File: config.mk
export PLATFORM = sky130hd
export DESIGN_NAME = mips32_if_stage_flat
export DESIGN_NICKNAME = d
export VERILOG_FILES = /design/src/rtl/mips32_if_stage_if.sv /design/src/rtl/mips32_if_stage.sv /design/src/flat_wrapper.sv
export SDC_FILE = /design/constraint.sdc
export NUM_CORES = 1
export LEC_CHECK = 0
export ABC_AREA = 1
export BUFFER_PORTS_ARGS = -buffer_cell sky130_fd_sc_hd__buf_4
export CORE_MARGIN = 3
export CORE_UTILIZATION = 61
export DETAILED_ROUTE_END_ITERATION = 8
export PLACE_DENSITY = 0.84
export RECOVER_POWER = 100
export REMOVE_ABC_BUFFERS = 1
export SLEW_MARGIN = 20
export SYNTH_ARGS = -nofsm -noshare
export SYNTH_HDL_FRONTEND = slang
export SYNTH_SLANG_ARGS = --single-unit
File: constraint.sdc
create_clock -name clk1 -period 4.9 [get_ports clk1]
set_clock_uncertainty 0.2 [all_clocks]
set_input_delay 0.245 -clock clk1 [delete_from_list [all_inputs] [get_ports clk1]]
set_output_delay 0.245 -clock clk1 [all_outputs]
set_load 0.01 [all_outputs]
File: src/rtl/mips32_if_stage_if.sv
// Fetch-stage bus bundle: instruction-memory read port, EX redirect input,
// and the IR/NPC valid/ready handoff towards ID.
//   master : the fetch stage (drives imem_req/addr and the IF->ID outputs)
//   slave  : the surroundings (memory, EX, ID)
interface mips32_if_stage_if #(
    parameter int ADDR_W = 32,
    parameter int DATA_W = 32
);
    logic              imem_req;
    logic [ADDR_W-1:0] imem_addr;
    logic [DATA_W-1:0] imem_rdata;
    logic              br_taken;
    logic [ADDR_W-1:0] br_target;
    logic              if_valid;
    logic [DATA_W-1:0] if_ir;
    logic [ADDR_W-1:0] if_npc;
    logic              id_ready;
    logic              if_halt_seen;

    modport master (
        output imem_req, imem_addr, if_valid, if_ir, if_npc, if_halt_seen,
        input  imem_rdata, br_taken, br_target, id_ready
    );

    modport slave (
        input  imem_req, imem_addr, if_valid, if_ir, if_npc, if_halt_seen,
        output imem_rdata, br_taken, br_target, id_ready
    );
endinterface

File: src/rtl/mips32_if_stage.sv
// Instruction-fetch front end for pipe_MIPS32.
// Issues word-addressed reads (fixed 1-cycle latency), buffers returned
// words with their PC in a small prefetch queue, and hands IR/NPC to ID
// over valid/ready. A taken branch from EX flushes and refetches; an HLT
// opcode stops fetching once the HLT word itself has been captured.
// Ports:
//   clk1  : clock, rising edge
//   rst_n : asynchronous active-low reset
//   bus   : master side of mips32_if_stage_if (imem, redirect, IF->ID)
module mips32_if_stage #(
    parameter int                ADDR_W   = 32,
    parameter int                DATA_W   = 32,
    parameter int                QDEPTH   = 2,
    parameter logic [ADDR_W-1:0] RESET_PC = '0
) (
    input  logic             clk1,
    input  logic             rst_n,
    mips32_if_stage_if.master bus
);
    localparam int PTR_W = (QDEPTH > 1) ? $clog2(QDEPTH) : 1;
    localparam int CNT_W = PTR_W + 1;
    localparam logic [5:0] OP_HLT = 6'h3f;

    logic [ADDR_W-1:0] pc_q, pc_d;
    logic              inflight_q, inflight_d;
    logic              stop_q, stop_d;
    logic [PTR_W-1:0]  head_q, head_d;
    logic [PTR_W-1:0]  tail_q, tail_d;
    logic [CNT_W-1:0]  count_q, count_d;
    logic [DATA_W-1:0] last_ir_q, last_ir_d;
    logic [ADDR_W-1:0] last_npc_q, last_npc_d;

    logic [ADDR_W-1:0] req_addr_q;
    logic [DATA_W-1:0] ent_ir_q [QDEPTH];
    logic [ADDR_W-1:0] ent_pc_q [QDEPTH];

    logic              valid;
    logic              hlt_arriving;
    logic              will_capture;
    logic              pop;
    logic              issue;
    logic [CNT_W-1:0]  occ_next;
    logic [DATA_W-1:0] head_ir;
    logic [ADDR_W-1:0] head_npc;

    always_comb begin
        valid        = (count_q != '0);
        hlt_arriving = inflight_q && (bus.imem_rdata[DATA_W-1 -: 6] == OP_HLT);
        // A redirect discards the response in flight and blocks the pop.
        will_capture = inflight_q && !bus.br_taken;
        pop          = valid && bus.id_ready && !bus.br_taken;
        // Occupancy after this edge. A new request becomes the single
        // in-flight read, so it is allowed only if a slot remains for it.
        occ_next     = count_q + CNT_W'(will_capture) - CNT_W'(pop);
        issue        = rst_n && !stop_q && !bus.br_taken && !hlt_arriving &&
                       (occ_next < CNT_W'(QDEPTH));
        head_ir      = ent_ir_q[head_q];
        head_npc     = ent_pc_q[head_q] + ADDR_W'(1);
    end

    always_comb begin
        pc_d       = pc_q;
        inflight_d = issue;
        stop_d     = stop_q;
        head_d     = head_q;
        tail_d     = tail_q;
        count_d    = count_q;
        last_ir_d  = valid ? head_ir  : last_ir_q;
        last_npc_d = valid ? head_npc : last_npc_q;
        if (bus.br_taken) begin
            pc_d    = bus.br_target;
            stop_d  = 1'b0;
            head_d  = '0;
            tail_d  = '0;
            count_d = '0;
        end else begin
            if (issue)        pc_d   = pc_q + ADDR_W'(1);
            if (hlt_arriving) stop_d = 1'b1;
            head_d  = head_q + PTR_W'(pop);
            tail_d  = tail_q + PTR_W'(will_capture);
            count_d = occ_next;
        end
    end

    always_ff @(posedge clk1 or negedge rst_n) begin
        if (!rst_n) begin
            pc_q       <= RESET_PC;
            inflight_q <= 1'b0;
            stop_q     <= 1'b0;
            head_q     <= '0;
            tail_q     <= '0;
            count_q    <= '0;
            last_ir_q  <= '0;
            last_npc_q <= '0;
        end else begin
            pc_q       <= pc_d;
            inflight_q <= inflight_d;
            stop_q     <= stop_d;
            head_q     <= head_d;
            tail_q     <= tail_d;
            count_q    <= count_d;
            last_ir_q  <= last_ir_d;
            last_npc_q <= last_npc_d;
        end
    end

    // Queue payload and request address carry no reset; they are only
    // observed through the valid/inflight flags, which are reset.
    always_ff @(posedge clk1) begin
        if (issue) req_addr_q <= pc_q;
        if (will_capture) begin
            ent_ir_q[tail_q] <= bus.imem_rdata;
            ent_pc_q[tail_q] <= req_addr_q;
        end
    end

    assign bus.imem_req     = issue;
    assign bus.imem_addr    = pc_q;
    assign bus.if_valid     = valid;
    assign bus.if_ir        = valid ? head_ir  : last_ir_q;
    assign bus.if_npc       = valid ? head_npc : last_npc_q;
    assign bus.if_halt_seen = stop_q;

    a_count_bound: assert property (@(posedge clk1) disable iff (!rst_n)
        count_q <= CNT_W'(QDEPTH));
endmodule

File: src/flat_wrapper.sv
// flat-port wrapper written by rule: the top's interface ports become plain ports
module mips32_if_stage_flat 
#(
    parameter int                ADDR_W   = 32,
    parameter int                DATA_W   = 32,
    parameter int                QDEPTH   = 2,
    parameter logic [ADDR_W-1:0] RESET_PC = '0
)
  (clk1, rst_n, bus_imem_req, bus_imem_addr, bus_if_valid, bus_if_ir, bus_if_npc, bus_if_halt_seen, bus_imem_rdata, bus_br_taken, bus_br_target, bus_id_ready);
  mips32_if_stage_if #(.ADDR_W(ADDR_W), .DATA_W(DATA_W)) bus_i ();
  input  logic clk1;
  input  logic rst_n;
  output wire logic [$bits(bus_i.imem_req)-1:0] bus_imem_req;
  output wire logic [$bits(bus_i.imem_addr)-1:0] bus_imem_addr;
  output wire logic [$bits(bus_i.if_valid)-1:0] bus_if_valid;
  output wire logic [$bits(bus_i.if_ir)-1:0] bus_if_ir;
  output wire logic [$bits(bus_i.if_npc)-1:0] bus_if_npc;
  output wire logic [$bits(bus_i.if_halt_seen)-1:0] bus_if_halt_seen;
  input wire logic [$bits(bus_i.imem_rdata)-1:0] bus_imem_rdata;
  input wire logic [$bits(bus_i.br_taken)-1:0] bus_br_taken;
  input wire logic [$bits(bus_i.br_target)-1:0] bus_br_target;
  input wire logic [$bits(bus_i.id_ready)-1:0] bus_id_ready;
  assign bus_imem_req = bus_i.imem_req;
  assign bus_imem_addr = bus_i.imem_addr;
  assign bus_if_valid = bus_i.if_valid;
  assign bus_if_ir = bus_i.if_ir;
  assign bus_if_npc = bus_i.if_npc;
  assign bus_if_halt_seen = bus_i.if_halt_seen;
  assign bus_i.imem_rdata = bus_imem_rdata;
  assign bus_i.br_taken = bus_br_taken;
  assign bus_i.br_target = bus_br_target;
  assign bus_i.id_ready = bus_id_ready;
  mips32_if_stage #(.ADDR_W(ADDR_W), .DATA_W(DATA_W), .QDEPTH(QDEPTH), .RESET_PC(RESET_PC)) u_core (.clk1(clk1), .rst_n(rst_n), .bus(bus_i));
endmodule
==> results.ini, run 1 <==
[pwr]
power.density_nw_per_um2 = 458
internal-power_mw = 4.43
net-switching-power_mw = 1.98
pwr-share-seq_pct = 45.4
p_sw_share_pct = 30.9
p_leak_nw = 5.91
pwr-share-clk_pct = 31.8
p_comb_share_pct = 22.8
vdd_drop_max_mv = 0.277

[detailed_routing]
via_per_inst = 5.53
drc = 0
wire_per_inst_um = 17.3
drtPass1Iterations = 5
via_count = 9048
antenna_left = 0
first_iter_violations = 675
wl_mm = 28.3

[setup_path]
cp-end-kind = output port
r2r_start = u_core.inflight_q$_DFF_PN0_
ff2ff_path_depth = 4
ff2ff_setup_slack_ns = 1.06
crit_required_ns = 4.45
cp_data_arrival_time_ns = 3.77
path_class = reg2out
crit_fanout = 55
r2r_end = u_core.ent_ir_q[0][24]$_DFFE_PP_
start_kind = flip-flop

[sta]
hold_viol = 0
slew_headroom_pct = -84.3
finalCriticalPeriod_ns = 4.22
finalSetupTns_ns = 0
report.final.slew_viol_count = 231
rsz0062_at_grt = no
fin_crit_sh_pct = 86.1
setup_viol = 0
clock.fmax_mhz = 237
tightest_slew_ns = 2.76

[clock_tree]
cts.repair.resized = 0
cts_buffers = 26
cts_root_buf = clkbuf_16
ctsHoldBuffers = 84
clkTransAtPathRegs_ns = 0.06
cts_sinks = 262
h-tree-depth = 1
cts_tree = built
clockBufferDepth = 3
post_cts_buffers = 0
insertion_delay_ns = 0.52

[hold_path]
hold_class = in2async

[cells_and_area]
fin_util_pct = 77.4
synthToLayoutAreaGrowth_pct = 24.2
layout-drive-gt1-share_pct = 10.3
nFillCells = 1189
antenna_cells = 0
nets = 1462

[synthesis]
synthCells = 1141
synth_edf_count = 160
syn_avg_cell_area_um2 = 9.88
synth_top_area_share_pct = 42.6
netlist_area_um2 = 11300
yosysWarnings = 0
synth_seq_cells = 262
ys_top_cells_by_count = nand2_1 (401), edfxtp_1 (160), nor2_1 (110)
seq_area_frac_synth_pct = 65.2
synthArstFlopShare_pct = 38.9
yosys_most_used_dff = edfxtp_1
synth_cell_types = 33
synth_area_leader_cell = edfxtp_1
yosysMostFrequentCell = nand2_1
synth_area_leaders = edfxtp_1 (43%), dfrtp_1 (23%), nand2_1 (13%), nand3_1 (3.9%), nor2_1 (3.7%)

[run_status]
status = complete, but fails checks
violations = capacitance limit, slew limit

[placement]
io_buffers = 166
gp_congestion = 0.884
dp_hpwl_mm = 16.6

[global_route]
grt_overflow = 0
antenna_found_initial = 0
grt.total_usage_pct = 27.8
grt_max_degree = 75
grt_pass1_wl_mm = 44.6
grt_pass1_vias = 9148

[floorplan]
core.rowCount = 49
core_area_um2 = 18100
initial_core_util_pct = 62.4
die_w_um = 142
die_h_um = 142
dieArea_um2 = 20200
boundaryPins = 167

[flow_run]
cap_violations = 5

[per-layer routing]
layer | vias up | GRT usage [%] | share of wire, %
met4 | 0 | 11.4 | 3.4
met3 | 72 | 3.66 | 7.0
li1 | 4242 | - | -
met5 | - | 0 | 0
met2 | 464 | 49.0 | 51
met1 | 4270 | 34.9 | 39
[worst max-delay path, cell delays in order (launching register included)]
cell and delay [ns]:
dfrtp_1 0.36, nor2_1 0.08, clkinv_1 0.06, clkbuf_1 1.95, nand3_1 0.40, nand2_1 0.21
clkbuf_1 0.17
[state kept, by name (all words and copies together) (netlist names)]
name / count
u_core.inflight_q: 1
u_core.last_npc_q: 32
u_core.last_ir_q: 32
u_core.ent_ir_q: 64
u_core.count_q: 2
u_core.req_addr_q: 32
u_core.ent_pc_q: 64
u_core.bus.imem_addr: 32
u_core.tail_q: 1
u_core.bus.if_halt_seen: 1
u_core.head_q: 1
[layout by cell type (no fill, tap or decap), types with 11 or more instances in the layout]
cell and count:
a21oi_1 69, buf_4 45, clkbuf_1 104, clkbuf_16 27, clkbuf_4 24, dfrtp_1 102, dlygate4sd3_1 84, edfxtp_1 160
inv_1 67, nand2_1 403, nand2_2 14, nand3_1 89, nor2_1 111, o21ai_0 11, xor2_1 17
[power by group through the flow]
stage | clock network (mW) | logic (mW) | registers, mW
final | 2.04 | 1.46 | 2.91
after global routing | 2.14 | 1.62 | 2.94
after detailed placement | 0 | 1.61 | 2.95
after CTS | 2.05 | 1.69 | 2.91
after floorplan | 0 | 0.814 | 2.92
after global placement | 0 | 1.56 | 2.93
[through the flow]
step	area (um^2)	power, mW	hold slack [ns]	worst slack [ns]	cells
floorplan	11100	3.73	-0.251	-4.50	1102
global placement	12700	4.49	0.151	1.88	1505
detailed placement	12700	4.56	0.152	1.77	1505
CTS	14400	6.65	0.154	1.21	1637
global route	14000	6.71	0.185	0.470	1637
finish	14000	6.42	0.130	0.683	1637
[worst max path at each step]
stage,endpoint,cells after the start,slack [ns],start
after detailed placement,bus_imem_req,13,1.77,u_core.count_q[1]$_DFF_PN0_
after global placement,bus_imem_req,11,1.88,bus_br_taken
after CTS,bus_imem_req,13,1.21,u_core.count_q[1]$_DFF_PN0_
final,bus_if_npc[27],6,0.68,u_core.count_q[1]$_DFF_PN0_
after global routing,bus_if_npc[30],13,0.47,u_core.head_q$_DFF_PN0_
after floorplan,u_core.bus.imem_addr[28]$_DFFE_PN0P_,14,-4.50,u_core.count_q[1]$_DFF_PN0_
[cells by family after synthesis]
| kind of cell | synth area share (%) |
|---|---|
| xor gates and xnor gates | 2.10 |
| AOI/OAI and AO/OA | 3.98 |
| and+or+nand+nor | 24.0 |
| DFF | 65.2 |
| buffers and inverters | 4.06 |
| adders and majority gates | 0.666 |
[cell type report]
class	count	area, um^2	area share, %
Sequential cell	262	7360	52.5
Multi-Input combinational cell	771	3460	24.7
Timing Repair Buffer	258	1760	12.5
Clock buffer	33	738	5.27
Tap cell	229	287	2.05
Inverter	69	259	1.85
Clock inverter	15	151	1.08
No activity file was read; power rests on OpenSTA's default activity.
==> run 2, diff against run 1 <==
--- a/config.mk
+++ b/config.mk
@@ -10,7 +10,7 @@
 export CORE_MARGIN = 3
 export CORE_UTILIZATION = 61
 export DETAILED_ROUTE_END_ITERATION = 8
-export PLACE_DENSITY = 0.84
+export PLACE_DENSITY = 0.95
 export RECOVER_POWER = 100
 export REMOVE_ABC_BUFFERS = 1
 export SLEW_MARGIN = 20
==> constraint.sdc (replaced) <==
create_clock -name clk1 -period 4.9 [get_ports clk1]
set_clock_uncertainty 0.2 [all_clocks]
set_input_delay 0 -clock clk1 [delete_from_list [all_inputs] [get_ports clk1]]
set_output_delay 0 -clock clk1 [all_outputs]
set_load 0.01 [all_outputs]
==> results.ini, run 2 (synthesis gave the netlist of run 1 again) <==
[floorplan]
core.rowCount = 49
boundaryPins = 167
dieArea_um2 = 20200
die_w_um = 142
die_h_um = 142
initial_core_util_pct = 62.4
core_area_um2 = 18100

[sta]
slew_headroom_pct = -93.8
hold_viol = 0
setup_slack_ns = 0.788
report.final.slew_viol_count = 177
hold_ws_ns = 0.0258
rsz0062_at_grt = no
fin_crit_sh_pct = 83.9
finalCriticalPeriod_ns = 4.11
clock.fmax_mhz = 243
tightest_slew_ns = 2.91
setup_viol = 0

[setup_path]
cp_data_arrival_time_ns = 3.91
worst_path_dominant_cell_family = simple AND/OR/NAND/NOR gates
worstPathCellList = inv_1 > nand2_1 > nand2_1 > nand2_1 > nor2_1 > nand2_1 > nor2_1 > nand2_1 > nand2_1 > nand3_1 > nand2_1 > clkbuf_1
ff2ff_path_depth = 4
slowest_delay_ns = 0.76
cpMostUsedCell = nand2_1
crit_fanout = 35
start_kind = flip-flop
r2r_start = u_core.inflight_q$_DFF_PN0_
cp_num_buf_inv = 2
ff2ff_setup_slack_ns = 0.89
crit_required_ns = 4.70
worst_path_max_delay_cell = inv_1
r2r_end = u_core.ent_ir_q[0][22]$_DFFE_PP_
cp-end-kind = output port
path_class = reg2out

[cells_and_area]
reg_top3 = u_core.ent_ir_q: 64 flops, u_core.ent_pc_q: 64 flops
antenna_cells = 0
final_cell_mix = nand2_1 (403), edfxtp_1 (160), clkbuf_1 (120), nor2_1 (116), dlygate4sd3_1 (105)
synthToLayoutAreaGrowth_pct = 25.8
nets = 1484
final_common_cell = nand2_1
layout-drive-gt1-share_pct = 9.09

[hold_path]
holdPathEnd = u_core.ent_ir_q[1][18]$_DFFE_PP_
hold_class = in2reg
hold_depth = 2
hp-start = bus_imem_rdata[18]

[placement]
dp_hpwl_mm = 17.4
gp_congestion = 0.935
io_buffers = 166
place_ws_ns = 1.88

[clock_tree]
cts.repair.resized = 0
clockBufferDepth = 3
insertion_delay_ns = 0.53
cts_tree = built
cts_root_buf = clkbuf_16
cts_buffers = 26
h-tree-depth = 1
post_cts_buffers = 0
cts_sinks = 262
clkTransAtPathRegs_ns = 0.07

[detailed_routing]
drc = 0
first_iter_violations = 994
wire_per_inst_um = 19.6
via_per_inst = 5.86
wl_mm = 32.6
via_count = 9729
antenna_left = 0
drtPass1Iterations = 5

[pwr]
power_mw = 6.53
vdd_drop_max_mv = 0.257
power.density_nw_per_um2 = 461
p_leak_nw = 5.94

[global_route]
grt_pass1_wl_mm = 51.0
grt_max_degree = 75
grt_overflow = 0
antenna_found_initial = 0
grt_pass1_vias = 9996
grt.total_usage_pct = 32.0

[run_status]
violations = capacitance limit, slew limit
status = complete, but fails checks

[flow_run]
cap_violations = 4

[run 2: per-layer routing]
metal / GRT usage (%) / share of wire, % / vias up
met4: 17.4 / 5.9 / 0
met2: 56.0 / 50 / 713
li1: - / - / 4282
met5: 0 / 0 / -
met1: 38.4 / 35 / 4564
met3: 4.81 / 8.8 / 170
[run 2: metrics by stage]
stage,cell area (um^2),std cells,TNS (ns),util (%)
final,14200,1659,0,78.4
after global routing,14200,1659,0,78.4
after CTS,14700,1659,0,81.1
after detailed placement,12700,1505,0,70.2
after global placement,12700,1505,0,70.2
after floorplan,11100,1102,-256.33,-
[run 2: timing repair]
| item | 4_1_cts | 5_1_grt |
|---|---|---|
| endpoints found under the hold margin | 153 | 0 |
| hold buffers | 106 | 0 |
| setup endpoints to repair | 0 | 0 |
[run 2: where the power goes]
group	switching [mW]	internal, mW
Clock	0.830	1.26
Combinational	1.02	0.488
Sequential	0.214	2.72
[run 2: final cells by class]
| class | count | area (um^2) |
|---|---|---|
| clock buffers | 38 | 737 |
| clock inverters | 10 | 155 |
| fillers | 1079 | 3910 |
| inverters | 69 | 259 |
| multi-input cells | 771 | 3440 |
| flip-flops and latches | 262 | 7360 |
| well taps | 229 | 287 |
| repair buffers | 280 | 1950 |
[run 2: worst max-delay path by stage]
stage | startpoint | to | slack, ns | cells after the start
after floorplan | u_core.count_q[1]$_DFF_PN0_ | u_core.bus.imem_addr[28]$_DFFE_PN0P_ | -4.50 | 14
after global placement | u_core.count_q[1]$_DFF_PN0_ | u_core.req_addr_q[1]$_DFFE_PP_ | 2.00 | 12
after detailed placement | u_core.count_q[1]$_DFF_PN0_ | u_core.req_addr_q[2]$_DFFE_PP_ | 1.88 | 12
after CTS | u_core.head_q$_DFF_PN0_ | bus_if_npc[31] | 1.41 | 13
after global routing | u_core.head_q$_DFF_PN0_ | bus_if_npc[21] | 0.53 | 12
final | u_core.head_q$_DFF_PN0_ | bus_if_npc[21] | 0.79 | 12
==> run 3, diff against run 2 <==
--- a/config.mk
+++ b/config.mk
@@ -8,9 +8,9 @@
 export ABC_AREA = 1
 export BUFFER_PORTS_ARGS = -buffer_cell sky130_fd_sc_hd__buf_4
 export CORE_MARGIN = 3
-export CORE_UTILIZATION = 61
+export CORE_UTILIZATION = 57
 export DETAILED_ROUTE_END_ITERATION = 8
-export PLACE_DENSITY = 0.95
+export PLACE_DENSITY = 0.91
 export RECOVER_POWER = 100
 export REMOVE_ABC_BUFFERS = 1
 export SLEW_MARGIN = 20
==> constraint.sdc (replaced) <==
create_clock -name clk1 -period 4.3 [get_ports clk1]
set_clock_uncertainty 0.2 [all_clocks]
set_input_delay 0 -clock clk1 [delete_from_list [all_inputs] [get_ports clk1]]
set_output_delay 0 -clock clk1 [all_outputs]
set_load 0.01 [all_outputs]
==> results.ini, run 3 (synthesis gave the netlist of run 1 again) <==
[clock_tree]
cts.repair.resized = 0
clkTransAtPathRegs_ns = 0.07
cts_root_buf = clkbuf_16
ctsHoldBuffers = 101
clockBufferDepth = 3
post_cts_buffers = 0
cts_buffers = 26
h-tree-depth = 1
cts_tree = built
cts_sinks = 262
insertion_delay_ns = 0.53

[floorplan]
core.rowCount = 50
die_w_um = 147
boundaryPins = 167
dieArea_um2 = 21500
core_area_um2 = 19100
die_h_um = 147
initial_core_util_pct = 59.1

[detailed_routing]
drtPass1Iterations = 6
via_count = 9286
wl_mm = 30.5
antenna_left = 0
drc = 0
via_per_inst = 5.50
first_iter_violations = 759
wire_per_inst_um = 18.1

[cells_and_area]
antenna_cells = 0
reg_top3 = u_core.ent_ir_q: 64 flops, u_core.ent_pc_q: 64 flops
synthToLayoutAreaGrowth_pct = 26.0
fin_util_pct = 74.5
seq_area_um2 = 7360
nFillCells = 1297
final_cell_mix = nand2_1 (403), edfxtp_1 (160), nor2_1 (117), clkbuf_1 (116), dfrtp_1 (102)
final_common_cell = nand2_1
finalInstanceArea_um2 = 14200
layout-drive-gt1-share_pct = 9.31
multi_input_area_um2 = 3430
nets = 1483
final_cells = 1689

[placement]
gp_congestion = 0.953
dp_cells = 1539
dp_hpwl_mm = 18.2
io_buffers = 166
place_area_um2 = 12800
place_ws_ns = 1.18

[global_route]
grt_pass1_wl_mm = 48.5
grt_overflow = 0
grt_pass1_vias = 9446
grt.total_usage_pct = 28.0
grt_max_degree = 75
antenna_found_initial = 0

[sta]
setup_slack_ns = 0.580
rsz0062_at_grt = no
hold_viol = 0
hold_ws_ns = 0.0230
fin_crit_sh_pct = 86.5
tightest_slew_ns = 1.65
setup_viol = 0
finalCriticalPeriod_ns = 3.72
slew_headroom_pct = -9.69
report.final.slew_viol_count = 131
clock.fmax_mhz = 269

[setup_path]
r2r_start = u_core.count_q[1]$_DFF_PN0_
path_class = reg2out
ff2ff_path_depth = 15
cp_data_arrival_time_ns = 3.52
cp-end-kind = output port
ff2ff_setup_slack_ns = 0.66
crit_required_ns = 4.10
start_kind = flip-flop
r2r_end = u_core.bus.imem_addr[16]$_DFFE_PN0P_
crit_fanout = 35

[pwr]
power.density_nw_per_um2 = 520
vdd_drop_max_mv = 0.283
p_leak_nw = 5.95

[hold_path]
hold_class = in2reg
hp-start = bus_imem_rdata[25]
holdPathEnd = u_core.ent_ir_q[0][25]$_DFFE_PP_
hold_depth = 2

[run_status]
status = complete, but fails checks
violations = capacitance limit, slew limit

[flow_run]
cap_violations = 3

## run 3: changes by cell type in the layout (fill, tap and decap cells not counted), sizes merged
cell         change
clkbuf           -2
clkinv           +4
inv              +1
dlygate4sd3      -4
## run 3: layout make-up
type                    instances  share of cell area, %
clock buffers                  33                   4.91
clock inverters                15                   1.27
inverters                      69                   1.82
multi-input cells             771                   24.2
flip-flops and latches        262                   51.8
well taps                     260                   2.29
repair buffers                279                   13.8
## run 3: critical path: stages (launching register included)
cell      delay (ns)
dfrtp_1         0.61
inv_2           0.56
buf_4           0.35
nand2_1         0.10
nand2_1         0.19
nand2_2         0.08
nor2_1          0.20
nand2_1         0.17
nor2_1          0.17
nand2_1         0.06
nand2_1         0.05
nand3_1         0.09
nand2_1         0.16
clkbuf_1        0.19
## run 3: routing by layer
metal / GRT usage [%] / vias to the layer above / wire, um / share of wire [%]
li1: - / 4268 / - / -
met1: 34.0 / 4364 / 11300 / 37
met2: 49.6 / 537 / 15600 / 51
met3: 4.07 / 117 / 2160 / 7.1
met4: 12.6 / 0 / 1440 / 4.7
met5: 0 / - / 0 / 0
## run 3: stage by stage
step / TNS (ns) / total power [mW]
after floorplan: -351.99 / 4.25
after global placement: 0 / 5.14
after detailed placement: 0 / 5.24
after CTS: 0 / 7.63
after global routing: 0 / 7.71
final: 0 / 7.39
## run 3: worst max path at each step
stage	start	end	slack (ns)	cells past startpoint
3_3_place_gp	u_core.count_q[1]$_DFF_PN0_	u_core.req_addr_q[1]$_DFFE_PP_	1.31	12
4_1_cts	u_core.head_q$_DFF_PN0_	bus_if_npc[27]	0.93	13
5_1_grt	u_core.head_q$_DFF_PN0_	bus_if_npc[12]	0.34	12
2_1_floorplan	u_core.count_q[1]$_DFF_PN0_	u_core.bus.imem_addr[28]$_DFFE_PN0P_	-5.10	14
6_report	u_core.head_q$_DFF_PN0_	bus_if_npc[27]	0.58	13
3_5_place_dp	u_core.count_q[1]$_DFF_PN0_	u_core.bus.imem_addr[3]$_DFFE_PN0P_	1.18	15
## run 3: power breakdown
part / internal [mW] / switching (mW)
logic: 0.561 / 1.15
registers: 3.10 / 0.233
clock network: 1.39 / 0.948
